File: config.mk
export PLATFORM = sky130hd
export DESIGN_NAME = branch_predictor_bht
export DESIGN_NICKNAME = d
export VERILOG_FILES = /design/src/rtl/branch_predictor_bht.sv
export SDC_FILE = /design/constraint.sdc
export NUM_CORES = 1
export LEC_CHECK = 0
export ABC_AREA = 1
export CORE_AREA = 2 2 126 128
export DETAILED_ROUTE_END_ITERATION = 10
export DIE_AREA = 0 0 128 130
export GPL_TIMING_DRIVEN = 0
export PLACE_DENSITY = 0.72
export RECOVER_POWER = 25
export SLEW_MARGIN = 10
export SYNTH_ARGS = -nofsm -noshare
export SYNTH_HDL_FRONTEND = slang
export SYNTH_SLANG_ARGS = --single-unit
File: constraint.sdc
create_clock -name clk -period 12.2 [get_ports clk]
set_clock_uncertainty 0.1 [all_clocks]
set_input_delay 3.66 -clock clk [delete_from_list [all_inputs] [get_ports clk]]
set_output_delay 3.66 -clock clk [all_outputs]
set_load 0.005 [all_outputs]
File: src/rtl/branch_predictor_bht.sv
// branch_predictor_bht: 2-bit saturating-counter BHT with an IF/ID-registered prediction.
// Define BHT_GSHARE_EN to XOR a non-speculative global history register into the lookup index.
module branch_predictor_bht #(
  parameter int INDEX_W = 6,
  parameter int XLEN = 32,
  parameter logic [1:0] CTR_RESET = 2'b01
) (
  input  logic clk,
  input  logic rst,
  input  logic [XLEN-1:0] pc_if,
  input  logic if_id_write,
  input  logic flush,
  output logic pred_taken_id,
  output logic [INDEX_W-1:0] pred_idx_id,
  input  logic upd_valid,
  input  logic [INDEX_W-1:0] upd_idx,
  input  logic upd_taken
);
  logic [1:0] ctr [2**INDEX_W];
  logic [INDEX_W-1:0] idx_if;
  logic pred_if;
  logic unused_pc;
  assign unused_pc = ^{pc_if[XLEN-1:INDEX_W+2], pc_if[1:0]};
`ifdef BHT_GSHARE_EN
  logic [INDEX_W-1:0] ghr;
  always_ff @(posedge clk or posedge rst)
    if (rst) ghr <= '0;
    else if (upd_valid) ghr <= {ghr[INDEX_W-2:0], upd_taken};
  assign idx_if = pc_if[INDEX_W+1:2] ^ ghr;
`else
  assign idx_if = pc_if[INDEX_W+1:2];
`endif
  assign pred_if = ctr[idx_if][1];
  always_ff @(posedge clk or posedge rst)
    if (rst) for (int i = 0; i < 2**INDEX_W; i++) ctr[i] <= CTR_RESET;
    else if (upd_valid)
      ctr[upd_idx] <= upd_taken ? (ctr[upd_idx] == 2'b11 ? 2'b11 : ctr[upd_idx] + 2'd1)
                                : (ctr[upd_idx] == 2'b00 ? 2'b00 : ctr[upd_idx] - 2'd1);
  always_ff @(posedge clk or posedge rst)
    if (rst) begin
      pred_taken_id <= 1'b0;
      pred_idx_id <= '0;
    end else if (flush) begin
      pred_taken_id <= 1'b0;
      pred_idx_id <= '0;
    end else if (if_id_write) begin
      pred_taken_id <= pred_if;
      pred_idx_id <= idx_if;
    end
endmodule

**Word level (Yosys, flattened, before mapping)**

Cells that the tools add are included.

- Register bits after elaboration: 135
- Bits of input ports: 44
- Word-level logic and storage cells: 93

- Add/sub/neg operators: 2
- Order comparisons: 3
- Eq/ne operators: 1
- Multiplexer cells: 16
- Bitwise gates (word level): 2
- Reduce and logical (&&, ||, !) cells: 3

Operators with widths:

| operator | count |
|---|---|
| $bwmux W128 | 1 |
| $bmux W2 S6 | 2 |
| $mux W2 | 8 |
| $ge A7 B7 Y1 const B | 2 |
| $not A6 Y7 | 2 |
| $demux W2 S6 | 1 |
| $mux W6 | 2 |
| $lt A7 B1 Y1 const B | 1 |
| $add A2 B1 Y2 const B | 1 |
| $eq A2 B2 Y1 const B | 1 |
| $logic_not A2 Y1 | 1 |
| $mux W1 | 2 |
| $reduce_bool A2 Y1 | 1 |
| $sub A2 B1 Y2 const B | 1 |
| $logic_and A1 B1 Y1 | 1 |

**Longest topological paths before layout**

- Word-level depth: 8
- Gate-level depth with buffers: 20

**Worst setup path after synthesis**

Ideal clock, no wire load.

- Path type: in2reg
- Start point: input port upd_idx[0]
- End point: register ctr[101] in the netlist's numbering
- Setup time: 0.118 ns
- Arrival: 5.133 ns
- Path slack: 6.850 ns
- Stages on the path: 13
- Path buffers: 4
- Cells stage by stage: buf_4 -> buf_2 -> or2_2 -> nand3_1 -> nand4_1 -> nand2_1 -> nand2_1 -> nor2_1 -> nand3_1 -> buf_2 -> buf_2 -> nand3_1 -> nand2_1

- Word-level cells in the longest chain between the ends: 8
- Elaborated cells between the ends (all ways): 17

Ends and longest elaborated chain:

| element | RTL line | source |
|---|---|---|
| start, declared | 16 | `input logic [INDEX_W-1:0] upd_idx,` |
| $not A6 Y7 (*) | 37, 38 |  |
| $bmux W2 S6 | 37, 38 |  |
| $mux W2 (implied by the code) (2 in a row) | 37, 38 |  |
| $sub A2 B1 Y2, or another cell as far along | 38 | `: (ctr[upd_idx] == 2'b00 ? 2'b00 : ctr[upd_idx] - 2'd1);` |
| $mux W2 (on tied branches) | 38, 37 |  |
| $mux W2 | 37 | `ctr[upd_idx] <= upd_taken ? (ctr[upd_idx] == 2'b11 ? 2'b11 : ctr[upd_idx] + 2'd1)` |
| $bwmux W128 (*) | 37 |  |
| end signal, assigned by index | 37 |  |
| end, declared | 19 | `logic [1:0] ctr [2**INDEX_W];` |

Mark *: on every way between the ends. The rest lies on a longest branch, timed or not. The select of a mux whose other input is x is not followed.
A chain may end at the register's enable or synchronous reset.

**Final worst setup path**

- Start point: input port upd_idx[1]
- End point: register ctr[21] in the netlist's numbering

Same word-level chain as after synthesis.

==> flow_summary.ini <==
[synthesis]
ys_warn_count = 0
synthArstFlopShare_pct = 100
ys.flop_type = dfrtp_1
synth_top_area_share_pct = 30.7
synth.most_common_cell = nand2_1
syn-cell-area_sq_um = 8070
synth.cells.most_frequent = nand2_1, inv_1, nor2_1
syn_nets = 1297
synth-edff-count = 0
synthDistinctLibCells = 27
avgSynthCellArea_sq_um = 6.44
ys_seq_area_share_pct = 42.9
syn_inst = 1253
synth_top_cells_by_area = nand2_1, dfrtp_1, dfstp_2, inv_1, nand3_1
ys_seq_elements = 135
synth_largest_area_cell = nand2_1

[floorplan]
die_area_sq_um = 16600
core_area_sq_um = 15400
dieWidth_um = 128
start_util_pct = 52.3
ios = 51
rows = 46
fp.dieH_um = 130

[min_path]
whs_path_depth = 2
min-delay-start = ctr[22]
hold_class = register to register
hold-path-endpoint = ctr[22]

[placement]
gp_congestion = 1.00
dp_slack_ns = 6.05
dp_hpwl_um = 18300
portBuffers = 20

[setup_path]
arrival_ns = 6.12
critPathMaxStageDelay_ns = 0.59
reg2reg_from = ctr[69]
path_delay_family = buffers and inverters
path_depth = 15
crit_slowest_cell = clkbuf_1
critPathLaunchType = input port
critical_path_required_ns = 12.47
crit_type = input port to register
r2r-end = ctr[21]
regToRegSetupSlack_ns = 9.99
path_common_cell = nand2_1
cp_num_buf_inv = 5
crit_fanout = 10
end_kind = register
r2r_cells = 12
crit_chain = buf_2 > inv_2 > clkbuf_1 > nand2_1 > nand2_1 > nand2_1 > nand2_1 > nand2_1 > nand2_1 > nor2_1 > nand3_1 > buf_2 > buf_2 > nand3_1 > nand2_1

[sta]
relSlewSlack_pct = -46.0
max_freq_mhz = 171
tightestPinTransition_ns = 2.18
finalCriticalPeriod_ns = 5.85
slew_viol_final = 47
final_hold_viol_count = 0
fin_ws_ns = 6.35
rsz0062_at_grt = no
period_share_pct = 47.9
tns_ns = 0
setup_violations = 0

[global_route]
overflow = 0
antenna_found_initial = 0
grt_pass1_wl_um = 42000
grt_pass1_vias = 7742
grtUsageTotal_pct = 34.0
grt_max_degree = 90

[clocking]
path_clk_slew_ns = 0.06
cts_sinks = 135
clock_path_buffers = 2
cts_tree = yes
clkLatencyLatePin_ns = 0.44
cts_made_buffers = 17
cts_resized = 0
postCtsSetupBuffers = 0
ctsHtreeMaxLevel = 4
root_buffer = clkbuf_16
cts_hold_buf = 0

[power_and_ir_drop]
power_density_nw_per_um2 = 140
p_leak_nw = 4.64
irDropWorstVdd_mv = 0.113

[cells_and_area]
layout-drive-gt1-share_pct = 10.6
antenna_cells = 0
num-nets-final = 1337
area_growth_pct = 12.9

[outcome]
violations = max-capacitance violations, max-slew violations
status = finished, violations left

[drt]
route.antenna.remaining_nets = 0
avgViaCountPerCell = 5.52
drt_iter0_markers = 984
wl_per_cell_um = 18.1
wirelength_um = 27000
num_vias = 8269
drt_first_pass_iters = 6
drc = 0

[flow_run]
cap_viol_max_count = 1
layer usage:
layer | global-route usage, % | vias to the layer above | share of wire (%)
met5 | 0 | - | 0
met2 | 52.6 | 472 | 44
met3 | 9.76 | 99 | 12
li1 | - | 3895 | -
met1 | 43.7 | 3803 | 40
met4 | 18.0 | 0 | 5.1
where the power goes:
| part | switching (W) | internal (W) |
|---|---|---|
| combinational | 0.000150 | 0.0000690 |
| sequential | 0.0000288 | 0.000517 |
| clock | 0.000204 | 0.000305 |
cell type report:
type                       count  area, sq um
timing repair buffer          21          228
clock inverter                12          129
inverter                     126          474
clock buffer                  20          447
buffer                        53          312
sequential                   135         3460
fill                        1461         6310
multi-input combinational    939         3830
tap                          192          240
placed cells by master (no fill, tap or decap), drive strengths merged, types with 12 or more instances in the layout:
master and instances:
nor2 103, o21ai 36, dfrtp 71, dfstp 64, nand2 662, clkdlybuf4s50 17
a21oi 12, nand3 86, nor3 19, buf 36, inv 125, clkbuf 38
registers in the layout, summed over array words and instances (netlist names):
| register | flops |
|---|---|
| pred_taken_id | 1 |
| ctr | 128 |
| pred_idx_id | 6 |
stage by stage:
stage               instance area, sq um  hold slack, ns  instances  total power [W]  util [%]
finish                              9110           0.365       1498          0.00127      59.1
global route                        9110           0.376       1498          0.00132      59.1
CTS                                 9120           0.366       1498          0.00127      59.1
detailed placement                  8540           0.356       1466         0.000766      55.4
global placement                    8510           0.354       1465         0.000762      55.2
floorplan                           8070           0.347       1253         0.000689         -
tightest hold or removal path: stages, from the launching register on:
cell and delay, ns:
dfstp_2 0.37, nand2_1 0.05, nand2_1 0.05
cell families (layout without fill, tap and decap cells):
group / after synthesis / after routing / share of synthesized area [%]
simple gates: 874 / 874 / 42.8
buf+inv: 179 / 232 / 9.72
compound gates: 65 / 65 / 4.65
flops: 135 / 135 / 42.9
worst max-delay path by stage:
stage               start        to
2_1_floorplan         rst  ctr[101]
3_3_place_gp          rst   ctr[83]
3_5_place_dp   upd_idx[0]   ctr[21]
4_1_cts        upd_idx[1]   ctr[21]
5_1_grt        upd_idx[1]    ctr[9]
6_report       upd_idx[1]   ctr[21]
No activity file was read; power rests on OpenSTA's default activity.
